[src/rtl/req_enc_pkg.sv]
// req_enc_pkg: shared types and helpers for the sequential request encoder.
//   state_t   : encoder FSM states (IDLE, PRESENT).
//   N_DEFAULT : default number of request lines.
//   MAX_N     : widest request vector the one-hot helper supports.
//   onehot()  : index -> one-hot vector (callers size-cast down to N bits).
package req_enc_pkg;

  typedef enum logic {
    IDLE,
    PRESENT
  } state_t;

  localparam int unsigned N_DEFAULT = 8;
  localparam int unsigned MAX_N     = 64;

  function automatic logic [MAX_N-1:0] onehot(input int unsigned idx);
    return MAX_N'(1) << idx;
  endfunction

endpackage

[src/rtl/req_encoder_8to3_prio_sel.sv]
// prio_sel: combinational find-first-set over an N-bit vector.
// The search starts at offset_i and wraps past N-1 back to 0. N is a
// power of two, so truncating the running position to CODE_W bits
// performs the wrap.
//   vec_i    [N-1:0]      : candidate bits
//   offset_i [CODE_W-1:0] : first index examined
//   idx_o    [CODE_W-1:0] : index of the first set bit found (0 if none)
//   found_o               : at least one bit of vec_i is set
module prio_sel
  import req_enc_pkg::*;
#(
  parameter int unsigned N      = N_DEFAULT,
  parameter int unsigned CODE_W = $clog2(N)
) (
  input  logic [N-1:0]      vec_i,
  input  logic [CODE_W-1:0] offset_i,
  output logic [CODE_W-1:0] idx_o,
  output logic              found_o
);

  logic [CODE_W-1:0] pos;

  always_comb begin
    idx_o   = '0;
    found_o = 1'b0;
    pos     = '0;
    for (int unsigned i = 0; i < N; i++) begin
      pos = CODE_W'(32'(offset_i) + i);
      if (!found_o && vec_i[pos]) begin
        found_o = 1'b1;
        idx_o   = pos;
      end
    end
  end

endmodule

[src/rtl/req_encoder_8to3.sv]
// req_encoder_8to3: sequential N-to-log2(N) request encoder.
// Request lines are captured into a pending register. One pending index at
// a time is presented on a valid/ready handshake, and accepted indices are
// cleared from pending. When a bit is re-requested in the same cycle it is
// accepted, the set wins.
// Optional build macro REQ_ENC_ROUND_ROBIN_EN: round-robin selection that
// starts after the last accepted index. Default is fixed priority, with the
// lowest index winning.
// Ports:
//   clk           : clock, rising edge
//   rst           : synchronous active-high reset
//   en            : capture enable for req
//   req     [N]   : level-sampled request lines
//   code    [CW]  : registered index of the presented request
//   valid         : registered, code is valid
//   ready         : consumer accepts code when valid && ready
//   pending [N]   : pending-request register
//   dup           : one-cycle pulse, a captured bit was already pending
module req_encoder_8to3
  import req_enc_pkg::*;
#(
  parameter int unsigned N = N_DEFAULT
) (
  input  logic                 clk,
  input  logic                 rst,
  input  logic                 en,
  input  logic [N-1:0]         req,
  output logic [$clog2(N)-1:0] code,
  output logic                 valid,
  input  logic                 ready,
  output logic [N-1:0]         pending,
  output logic                 dup
);

  localparam int unsigned CODE_W = $clog2(N);

  state_t            state_q;
  logic [N-1:0]      pending_q, pending_d;
  logic [CODE_W-1:0] code_q;
  logic              valid_q;
  logic              dup_q, dup_d;

  logic [N-1:0]      cap, clr;
  logic              accept;
  logic [CODE_W-1:0] sel_offset, sel_idx;
  logic              sel_found;

  assign accept = valid_q & ready;

  always_comb begin
    cap       = en ? req : '0;
    clr       = accept ? N'(onehot(32'(code_q))) : '0;
    pending_d = (pending_q & ~clr) | cap;
    dup_d     = |(cap & pending_q & ~clr);
  end

`ifdef REQ_ENC_ROUND_ROBIN_EN
  logic [CODE_W-1:0] last_q;

  // On an accept edge, last_accepted becomes code_q. The next selection
  // therefore starts from code_q+1 and does not use the stale register.
  assign sel_offset = accept ? code_q + 1'b1 : last_q + 1'b1;

  always_ff @(posedge clk) begin
    if (rst) begin
      last_q <= CODE_W'(N - 1);
    end else if (accept) begin
      last_q <= code_q;
    end
  end
`else
  assign sel_offset = '0;
`endif

  prio_sel #(
    .N      (N),
    .CODE_W (CODE_W)
  ) u_sel (
    .vec_i    (pending_d),
    .offset_i (sel_offset),
    .idx_o    (sel_idx),
    .found_o  (sel_found)
  );

  always_ff @(posedge clk) begin
    if (rst) begin
      state_q   <= IDLE;
      pending_q <= '0;
      code_q    <= '0;
      valid_q   <= 1'b0;
      dup_q     <= 1'b0;
    end else begin
      pending_q <= pending_d;
      dup_q     <= dup_d;
      case (state_q)
        IDLE: begin
          if (sel_found) begin
            state_q <= PRESENT;
            code_q  <= sel_idx;
            valid_q <= 1'b1;
          end
        end
        PRESENT: begin
          // The code is held under backpressure. It only moves on accept.
          if (accept) begin
            if (sel_found) begin
              code_q <= sel_idx;
            end else begin
              state_q <= IDLE;
              valid_q <= 1'b0;
            end
          end
        end
        default: begin
          state_q <= IDLE;
          valid_q <= 1'b0;
        end
      endcase
    end
  end

  assign code    = code_q;
  assign valid   = valid_q;
  assign pending = pending_q;
  assign dup     = dup_q;

endmodule

[config.mk]
export PLATFORM = sky130hd
export DESIGN_NAME = req_encoder_8to3
export DESIGN_NICKNAME = d
export VERILOG_FILES = /design/src/rtl/req_enc_pkg.sv /design/src/rtl/req_encoder_8to3_prio_sel.sv /design/src/rtl/req_encoder_8to3.sv
export SDC_FILE = /design/constraint.sdc
export NUM_CORES = 1
export LEC_CHECK = 0
export ABC_AREA = 1
export CORE_MARGIN = 2
export CORE_UTILIZATION = 45
export DETAILED_ROUTE_END_ITERATION = 10
export GPL_TIMING_DRIVEN = 0
export PLACE_DENSITY = 0.87
export SYNTH_ARGS = -nofsm -noshare
export SYNTH_HDL_FRONTEND = slang
export SYNTH_SLANG_ARGS = --single-unit
[constraint.sdc]
create_clock -name clk -period 2.1 [get_ports clk]
set_clock_uncertainty 0.2 [all_clocks]
set_input_delay 0.42 -clock clk [delete_from_list [all_inputs] [get_ports clk]]
set_output_delay 0.42 -clock clk [all_outputs]
set_load 0.02 [all_outputs]
==> results.cfg, run 1 <==
[clock_tree]
clock_latency_ns = 0.28
clk_pin_slew_ns = 0.09
cts_hold_buf = 0
h-tree-depth = 1
root_buffer = clkbuf_4
cts_num_sinks = 14
cts_tree = built
cts_buffer_depth = 2
cts_buffers = 3

[critical_path]
cp_top_family = buffers and inverters
crit_buf_inv = 1
critPathCaptureType = output pin
slowest_delay_ns = 0.64
worst_path_max_delay_cell = clkdlybuf4s50_1
cp_data_required_time_ns = 1.48
critPathArrivalTime_ns = 1.36
setup.worst_path.class = reg2out
cp-start-kind = flop
cp_cell_sequence = clkdlybuf4s50_1
crit_fanout = 5

[timing]
final-hold-violation-count = 0
tns_ns = 0
slew-limit-headroom_pct = 69.7
setup_viol = 0
timing.final.crit_period_ns = 1.98
drv_slew = 0
whs_ns = 0.337
rsz0062_at_grt = false
max_freq_ghz = 0.504
period_share_pct = 94.5
worst_pin_slew_ns = 0.454

[logic_synthesis]
syn_nets = 130
synth_edf_count = 0
synth_area_leader_cell = dfxtp_1
synthDistinctLibCells = 25
avgSynthCellArea_um2 = 6.96
synthCells = 118
syn-cell-area_um2 = 821
synthTopCellsByArea = dfxtp_1 (34%), nand2_1 (9.6%), inv_1 (8.7%)
ys.warnings.count = 0
synth.yosys.seq_area_share_pct = 34.1
async_flop_share_pct = 0
ys_dominant_reg_cell = dfxtp_1
yosysTopAreaCellShare_pct = 34.1
ys_ff_latch = 14

[pwr]
vdd_drop_max_uv = 352
power.density_cell_area_mw_per_mm2 = 612
p_leak_nw = 0.516

[floorplanning]
initial_core_util_pct = 47.5
coreArea_mm2 = 0.00173
num_io_pins = 25
fp.dieW_um = 46.7
die-area_mm2 = 0.00218
die_h_um = 46.7
rows = 15

[final_layout]
nets = 159
n_fill_cell = 151
finalInstanceArea_mm2 = 0.00112
drive_above_1_share_pct = 22.8
num_antenna_cells = 0
area_growth_pct = 36.9

[drt]
vias = 879
firstDrtPassIters = 5
drt_iter0_drc = 36
drcViolationCount = 0
ant_nets = 0
wirelength_um = 2150
vias_per_cell = 5.17
wl_per_cell_um = 12.6

[grt]
grt_pass1_vias = 821
grtUsageTotal_pct = 23.1
grt_max_degree = 11
grt.overflow.total = 0
grt_first_pass_wirelength_um = 3530
antenna_found_initial = 0

[place]
place.gp.congestion = 0.807
dp_hpwl_um = 1610
io_buffers = 23
post_dp_cell_area_mm2 = 0.00108

[worst_hold_path]
min_path_type = reg2reg

[job]
maxCapViolations = 0

[outcome]
outcome = complete, no violations
==> path summary, 6_finish.rpt <==
check	cells past startpoint	endpoint	slack (ns)	from
hold reg to reg	2	pending[0]$_SDFF_PP0_	0.34	pending[0]$_SDFF_PP0_
hold / removal	2	pending[0]$_SDFF_PP0_	0.34	pending[0]$_SDFF_PP0_
setup / recovery	1	code[0]	0.12	code[0]$_SDFFE_PP0P_
setup reg to reg	13	code[1]$_SDFFE_PP0P_	0.17	valid$_SDFFE_PP0P_
==> area by class of cell <==
cell class                 instances  area [um2]  share of cell area [%]
buffer                             2        8.76                   0.780
clock buffer                       3        22.5                    2.00
inverter                          21        78.8                    7.02
multi-input combinational         81         464                    41.3
sequential                        14         282                    25.1
tap                               25        31.3                    2.78
timing repair buffer              24         236                    21.0
==> layer usage <==
| metal | part of all wire [%] | global-route usage, % | vias up |
|---|---|---|---|
| met5 | 0 | 0 | - |
| met4 | 3.4 | 10.6 | 0 |
| met3 | 4.2 | 3.53 | 13 |
| met2 | 49 | 39.4 | 42 |
| met1 | 43 | 28.4 | 401 |
| li1 | - | - | 423 |
==> cell usage after synthesis, drive strengths merged (2+ instances only) <==
| cell type | instances |
|---|---|
| nand2 | 32 |
| nor2 | 26 |
| inv | 21 |
| dfxtp | 14 |
| a21oi | 6 |
| a21boi | 4 |
| o21ai | 4 |
| o22ai | 3 |
| a31oi | 2 |
| nand4 | 2 |
==> layout by cell type (no fill, tap or decap), types with 3 or more instances in the layout <==
| cell | synthesis | routed |
|---|---|---|
| a21oi_1 | 5 | 5 |
| clkbuf_4 | 0 | 3 |
| clkdlybuf4s50_1 | 0 | 22 |
| dfxtp_1 | 14 | 13 |
| inv_1 | 19 | 19 |
| nand2_1 | 21 | 20 |
| nand2_2 | 10 | 11 |
| nor2_1 | 17 | 17 |
| nor2_2 | 5 | 5 |
| nor2_4 | 4 | 4 |
==> tightest hold or removal path, stage by stage (launching register included) <==
cell     delay [ns]
dfxtp_1        0.33
nand2_2        0.09
a21oi_1        0.07
==> flip-flops by register name (all words and copies together), names as in the netlist <==
register,flops
pending,8
code,3
dup,1
state_q,1
valid,1
==> cells by family after synthesis <==
group,synth area share [%]
AOI/OAI and AO/OA,17.2
DFF,34.1
buffers and inverters,10.7
and+or+nand+nor,38.0
==> timing repair <==
action                                  in CTS  in global routing
pin swaps                                    4                  0
buffers inserted                             1                  0
gates resized for setup                      4                  1
endpoints found under the setup margin       5                  1
==> where the power goes <==
part / switching, W / internal, W
Clock: 0.0000894 / 0.0000666
Combinational: 0.000131 / 0.0000961
Sequential: 0.0000178 / 0.000287
Total: 0.000238 / 0.000450
==> per-stage QoR <==
step	utilization [%]	cells	power, W	worst slack [ns]
after floorplan	-	118	0.000446	0.289
after global placement	62.7	166	0.000522	-0.285
after detailed placement	62.7	166	0.000527	-0.344
after CTS	65.0	170	0.000684	0.122
after global routing	65.1	170	0.000727	0.0132
final	65.1	170	0.000688	0.115
Power figures use the tool's default switching activity.
==> run 2, diff against run 1 <==
- REMOVE_ABC_BUFFERS: not set -> 1
==> results.cfg, run 2 (synthesized netlist as in run 1, its figures left out) <==
[outcome]
outcome = complete, no violations

[grt]
antenna_found_initial = 0
grt_first_pass_wirelength_um = 3170
grtUsageTotal_pct = 21.2
grt_pass1_vias = 763
grt.overflow.total = 0
grt_max_degree = 12

[clock_tree]
clock_latency_ns = 0.28
h-tree-depth = 1
cts_buffers = 3
cts_hold_buf = 0
cts_buffer_depth = 2
cts_num_sinks = 14
clk_pin_slew_ns = 0.08
cts_tree = built
root_buffer = clkbuf_4

[critical_path]
critPathCaptureType = output pin
crit_path_end = code[0]
worstSetupStartpoint = code[0]$_SDFFE_PP0P_
cp_top_family = buffers and inverters
r2r_setup_slack_ns = 0.16
cp-start-kind = flop
cp_cell_sequence = clkdlybuf4s50_1
cp_data_required_time_ns = 1.48
critPathArrivalTime_ns = 1.33
r2r-start = valid$_SDFFE_PP0P_
path_depth = 1
setup.worst_path.class = reg2out
rr_endpoint = code[1]$_SDFFE_PP0P_
crit_buf_inv = 1
worst_path_max_delay_cell = clkdlybuf4s50_1
crit_fanout = 5
reg2reg_depth = 13
slowest_delay_ns = 0.64

[final_layout]
multi_input_area_um2 = 467
area_growth_pct = 37.5
seqCellArea_um2 = 280
fin_util_pct = 65.4
n_fill_cell = 151
final_cell_mix = clkdlybuf4s50_1 (22), nand2_1 (21), inv_1 (19)
largest_register_ffs = 8
nets = 158
num_antenna_cells = 0
final_common_cell = clkdlybuf4s50_1
drive_above_1_share_pct = 20.8

[floorplanning]
die_h_um = 46.7
num_io_pins = 25
die-area_mm2 = 0.00218
fp.dieW_um = 46.7
initial_core_util_pct = 47.5
coreArea_mm2 = 0.00173
rows = 15

[drt]
wirelength_um = 1970
firstDrtPassIters = 4
vias = 838
vias_per_cell = 4.96
drcViolationCount = 0
wl_per_cell_um = 11.7
ant_nets = 0
drt_iter0_drc = 30

[place]
io_buffers = 24
place.gp.congestion = 0.811
dp_hpwl_um = 1500
pre_cts_ws_ns = -0.318

[timing]
final-hold-violation-count = 0
rsz0062_at_grt = false
max_freq_ghz = 0.513
timing.final.crit_period_ns = 1.95
slew-limit-headroom_pct = 71.2
period_share_pct = 92.8
drv_slew = 0
worst_pin_slew_ns = 0.430
tns_ns = 0
setup_ws_ns = 0.150
setup_viol = 0

[worst_hold_path]
min_path_type = reg2reg

[pwr]
vdd_drop_max_uv = 393
p_leak_nw = 0.525
power.density_cell_area_mw_per_mm2 = 603

[job]
maxCapViolations = 0
[run 2: cell types whose count changed in the layout (fill, tap and decap cells not counted)]
cell            change
dlymetal6s2s_1      +1
dfxtp_2             -1
clkbuf_1            -1
nand2_2             -2
dfxtp_1             +1
nand2_1             +1
nand2_4             +1
buf_2               -1
[run 2: where the power goes]
group          internal [W]  leakage [nW]  total [W]  switching [W]
sequential         0.000287         0.116   0.000303      0.0000167
clock             0.0000666        0.0138   0.000151      0.0000842
combinational     0.0000965         0.395   0.000227       0.000130
[run 2: stage by stage]
stage	std cells	cell area, um2	power, W	hold WS (ns)
2_1_floorplan	116	812	0.000441	0.289
3_3_place_gp	165	1080	0.000523	0.294
3_5_place_dp	165	1080	0.000527	0.309
4_1_cts	169	1130	0.000682	0.322
5_1_grt	169	1130	0.000721	0.348
6_report	169	1130	0.000681	0.314
[run 2: worst min path at each step]
stage                                from                    end  slack [ns]  cells past startpoint
floorplan                             rst  pending[0]$_SDFF_PP0_        0.29                      1
global placement    pending[0]$_SDFF_PP0_  pending[0]$_SDFF_PP0_        0.29                      2
detailed placement  pending[0]$_SDFF_PP0_  pending[0]$_SDFF_PP0_        0.31                      2
CTS                 pending[0]$_SDFF_PP0_  pending[0]$_SDFF_PP0_        0.32                      2
global route        pending[0]$_SDFF_PP0_  pending[0]$_SDFF_PP0_        0.35                      2
finish              pending[0]$_SDFF_PP0_  pending[0]$_SDFF_PP0_        0.31                      2
[run 2: timing repair]
action | CTS | global route
resized for setup | 4 | 1
pin swaps | 5 | 0
cloned | 0 | 0
endpoints found under the setup margin | 4 | 3
setup buffers | 1 | 0
[run 2: per-layer routing]
layer	up-vias	share of wire (%)	global-route usage, %
li1	419	-	-
met1	397	47	26.6
met2	17	49	33.6
met3	5	2.0	3.92
met4	0	2.3	12.8
met5	-	0	0
[run 2: layout make-up]
type | instances | area share [%]
clock buffers | 3 | 2.00
inverters | 21 | 6.98
multi-input cells | 81 | 41.4
flip-flops and latches | 14 | 24.8
well taps | 25 | 2.77
repair buffers | 25 | 22.1
==> run 3, diff against run 2 <==
- clock period: 2.1 -> 1.8 ns (I/O delays scaled with it)
==> results.cfg, run 3 (synthesized netlist as in run 1, its figures left out) <==
[outcome]
outcome = complete, but fails checks
violations = negative setup slack

[timing]
final-hold-violation-count = 0
setup_viol = 5
rsz0062_at_grt = true
whs_ns = 0.351
drv_slew = 0
timing.final.crit_period_ns = 1.89
setup_ws_ns = -0.0884
max_freq_ghz = 0.530
worst_pin_slew_ns = 0.403
slew-limit-headroom_pct = 72.9
tns_ns = -0.319
period_share_pct = 105

[critical_path]
critPathArrivalTime_ns = 1.86
worstSetupStartpoint = valid$_SDFFE_PP0P_
crit_path_end = code[1]$_SDFFE_PP0P_
reg2reg_depth = 10
cp_cell_sequence = nand2_4 > nor2_4 > nand2_2 > nand2_2 > nand2_4 > buf_4 > o21ai_0 > o21ai_2 > nor2_1 > nor2_1
slowest_delay_ns = 0.37
cp_top_family = simple AND/OR/NAND/NOR gates
crit_buf_inv = 1
critPathCaptureType = flop
path_depth = 10
setup.worst_path.class = reg2reg
rr_endpoint = code[1]$_SDFFE_PP0P_
cp-start-kind = flop
cp_data_required_time_ns = 1.77
crit_fanout = 4
worst_path_max_delay_cell = dfxtp_4
r2r_setup_slack_ns = -0.09
r2r-start = valid$_SDFFE_PP0P_

[clock_tree]
clk_pin_slew_ns = 0.08
cts_num_sinks = 14
cts_buffers = 3
cts_buffer_depth = 2
h-tree-depth = 1
root_buffer = clkbuf_4
cts_tree = built
clock_latency_ns = 0.28

[drt]
vias_per_cell = 5.28
firstDrtPassIters = 4
drcViolationCount = 0
wirelength_um = 2600
ant_nets = 0
vias = 934
wl_per_cell_um = 14.7
drt_iter0_drc = 35

[grt]
grt.overflow.total = 0
grt_use_met1_pct = 29.7
grtUsageTotal_pct = 25.0
grt_first_pass_wirelength_um = 3620
top_usage_layer = met2
antenna_found_initial = 0
grt_pass1_vias = 811
grt_max_degree = 12
global_route.usage.met3_pct = 4.71
gr-usage-met2_pct = 38.3

[final_layout]
area_growth_pct = 53.4
final_cell_mix = inv_1 (19), nand2_1 (16), nor2_1 (15)
num_antenna_cells = 0
final_common_cell = inv_1
drive_above_1_share_pct = 32.9
nets = 166
largest_register_ffs = 8

[place]
dp_hpwl_um = 1500
pre_cts_ws_ns = -0.558
place.gp.congestion = 0.811
io_buffers = 24

[pwr]
seq_power_share_pct = 42.5
sw_frac_of_total_pct = 36.0
combPwrFrac_pct = 36.1
p_leak_nw = 0.672
power_frac_clock_pct = 21.4
power.switching_w = 0.000302
p_int_w = 0.000538
vdd_drop_max_uv = 485
power_w = 0.000840
power.density_cell_area_mw_per_mm2 = 668

[floorplanning]
die_h_um = 46.7
rows = 15
coreArea_mm2 = 0.00173
num_io_pins = 25
fp.dieW_um = 46.7
initial_core_util_pct = 47.5
die-area_mm2 = 0.00218

[worst_hold_path]
min_path_type = reg2reg

[job]
maxCapViolations = 0
==> run 3: timing repair <==
item,CTS,global route
setup endpoints to repair,12,11
setup buffers,8,2
pin swaps,7,14
hold buffers,0,0
gates cloned,0,0
gates resized for setup,24,14
==> run 3: through the flow <==
step | cell area, um2 | std cells | utilization, %
2_1_floorplan | 812 | 116 | -
3_3_place_gp | 1080 | 165 | 62.8
3_5_place_dp | 1080 | 165 | 62.8
4_1_cts | 1190 | 176 | 69.2
5_1_grt | 1260 | 177 | 72.9
6_report | 1260 | 177 | 72.9
==> run 3: layout make-up <==
class / count / area (um2)
multi-input combinational: 81 / 527
fill: 130 / 468
timing repair buffer: 33 / 313
sequential: 14 / 287
inverter: 21 / 78.8
tap: 25 / 31.3
clock buffer: 3 / 22.5
==> run 3: routing by layer <==
metal	up-vias	wire (um)	share of wire, %
li1	437	-	-
met1	432	1040	40
met2	54	1290	49
met3	11	164	6.3
met4	0	104	4.0
met5	-	0	0
==> run 3: worst min-delay path by stage <==
stage | start | endpoint | slack, ns | cells after the start
2_1_floorplan | rst | pending[0]$_SDFF_PP0_ | 0.23 | 1
5_1_grt | state_q$_SDFF_PP0_ | valid$_SDFFE_PP0P_ | 0.41 | 3
3_5_place_dp | pending[0]$_SDFF_PP0_ | pending[0]$_SDFF_PP0_ | 0.31 | 2
6_report | state_q$_SDFF_PP0_ | valid$_SDFFE_PP0P_ | 0.35 | 3
4_1_cts | pending[0]$_SDFF_PP0_ | pending[0]$_SDFF_PP0_ | 0.32 | 2
3_3_place_gp | pending[0]$_SDFF_PP0_ | pending[0]$_SDFF_PP0_ | 0.29 | 2
==> run 3: power groups by stage <==
stage               sequential, W  combinational, W  clock (W)
floorplan                0.000388          0.000127          0
global placement         0.000360          0.000249          0
detailed placement       0.000361          0.000254          0
CTS                      0.000356          0.000274   0.000179
global route             0.000361          0.000323   0.000199
finish                   0.000357          0.000303   0.000180
==> run 3: worst register-to-register path: stages (launching register included) <==
cell and delay [ns]:
dfxtp_4 0.37, nand2_4 0.07, nor2_4 0.18, nand2_2 0.10, nand2_2 0.10, nand2_4 0.06
buf_4 0.15, o21ai_0 0.26, o21ai_2 0.09, nor2_1 0.14, nor2_1 0.06
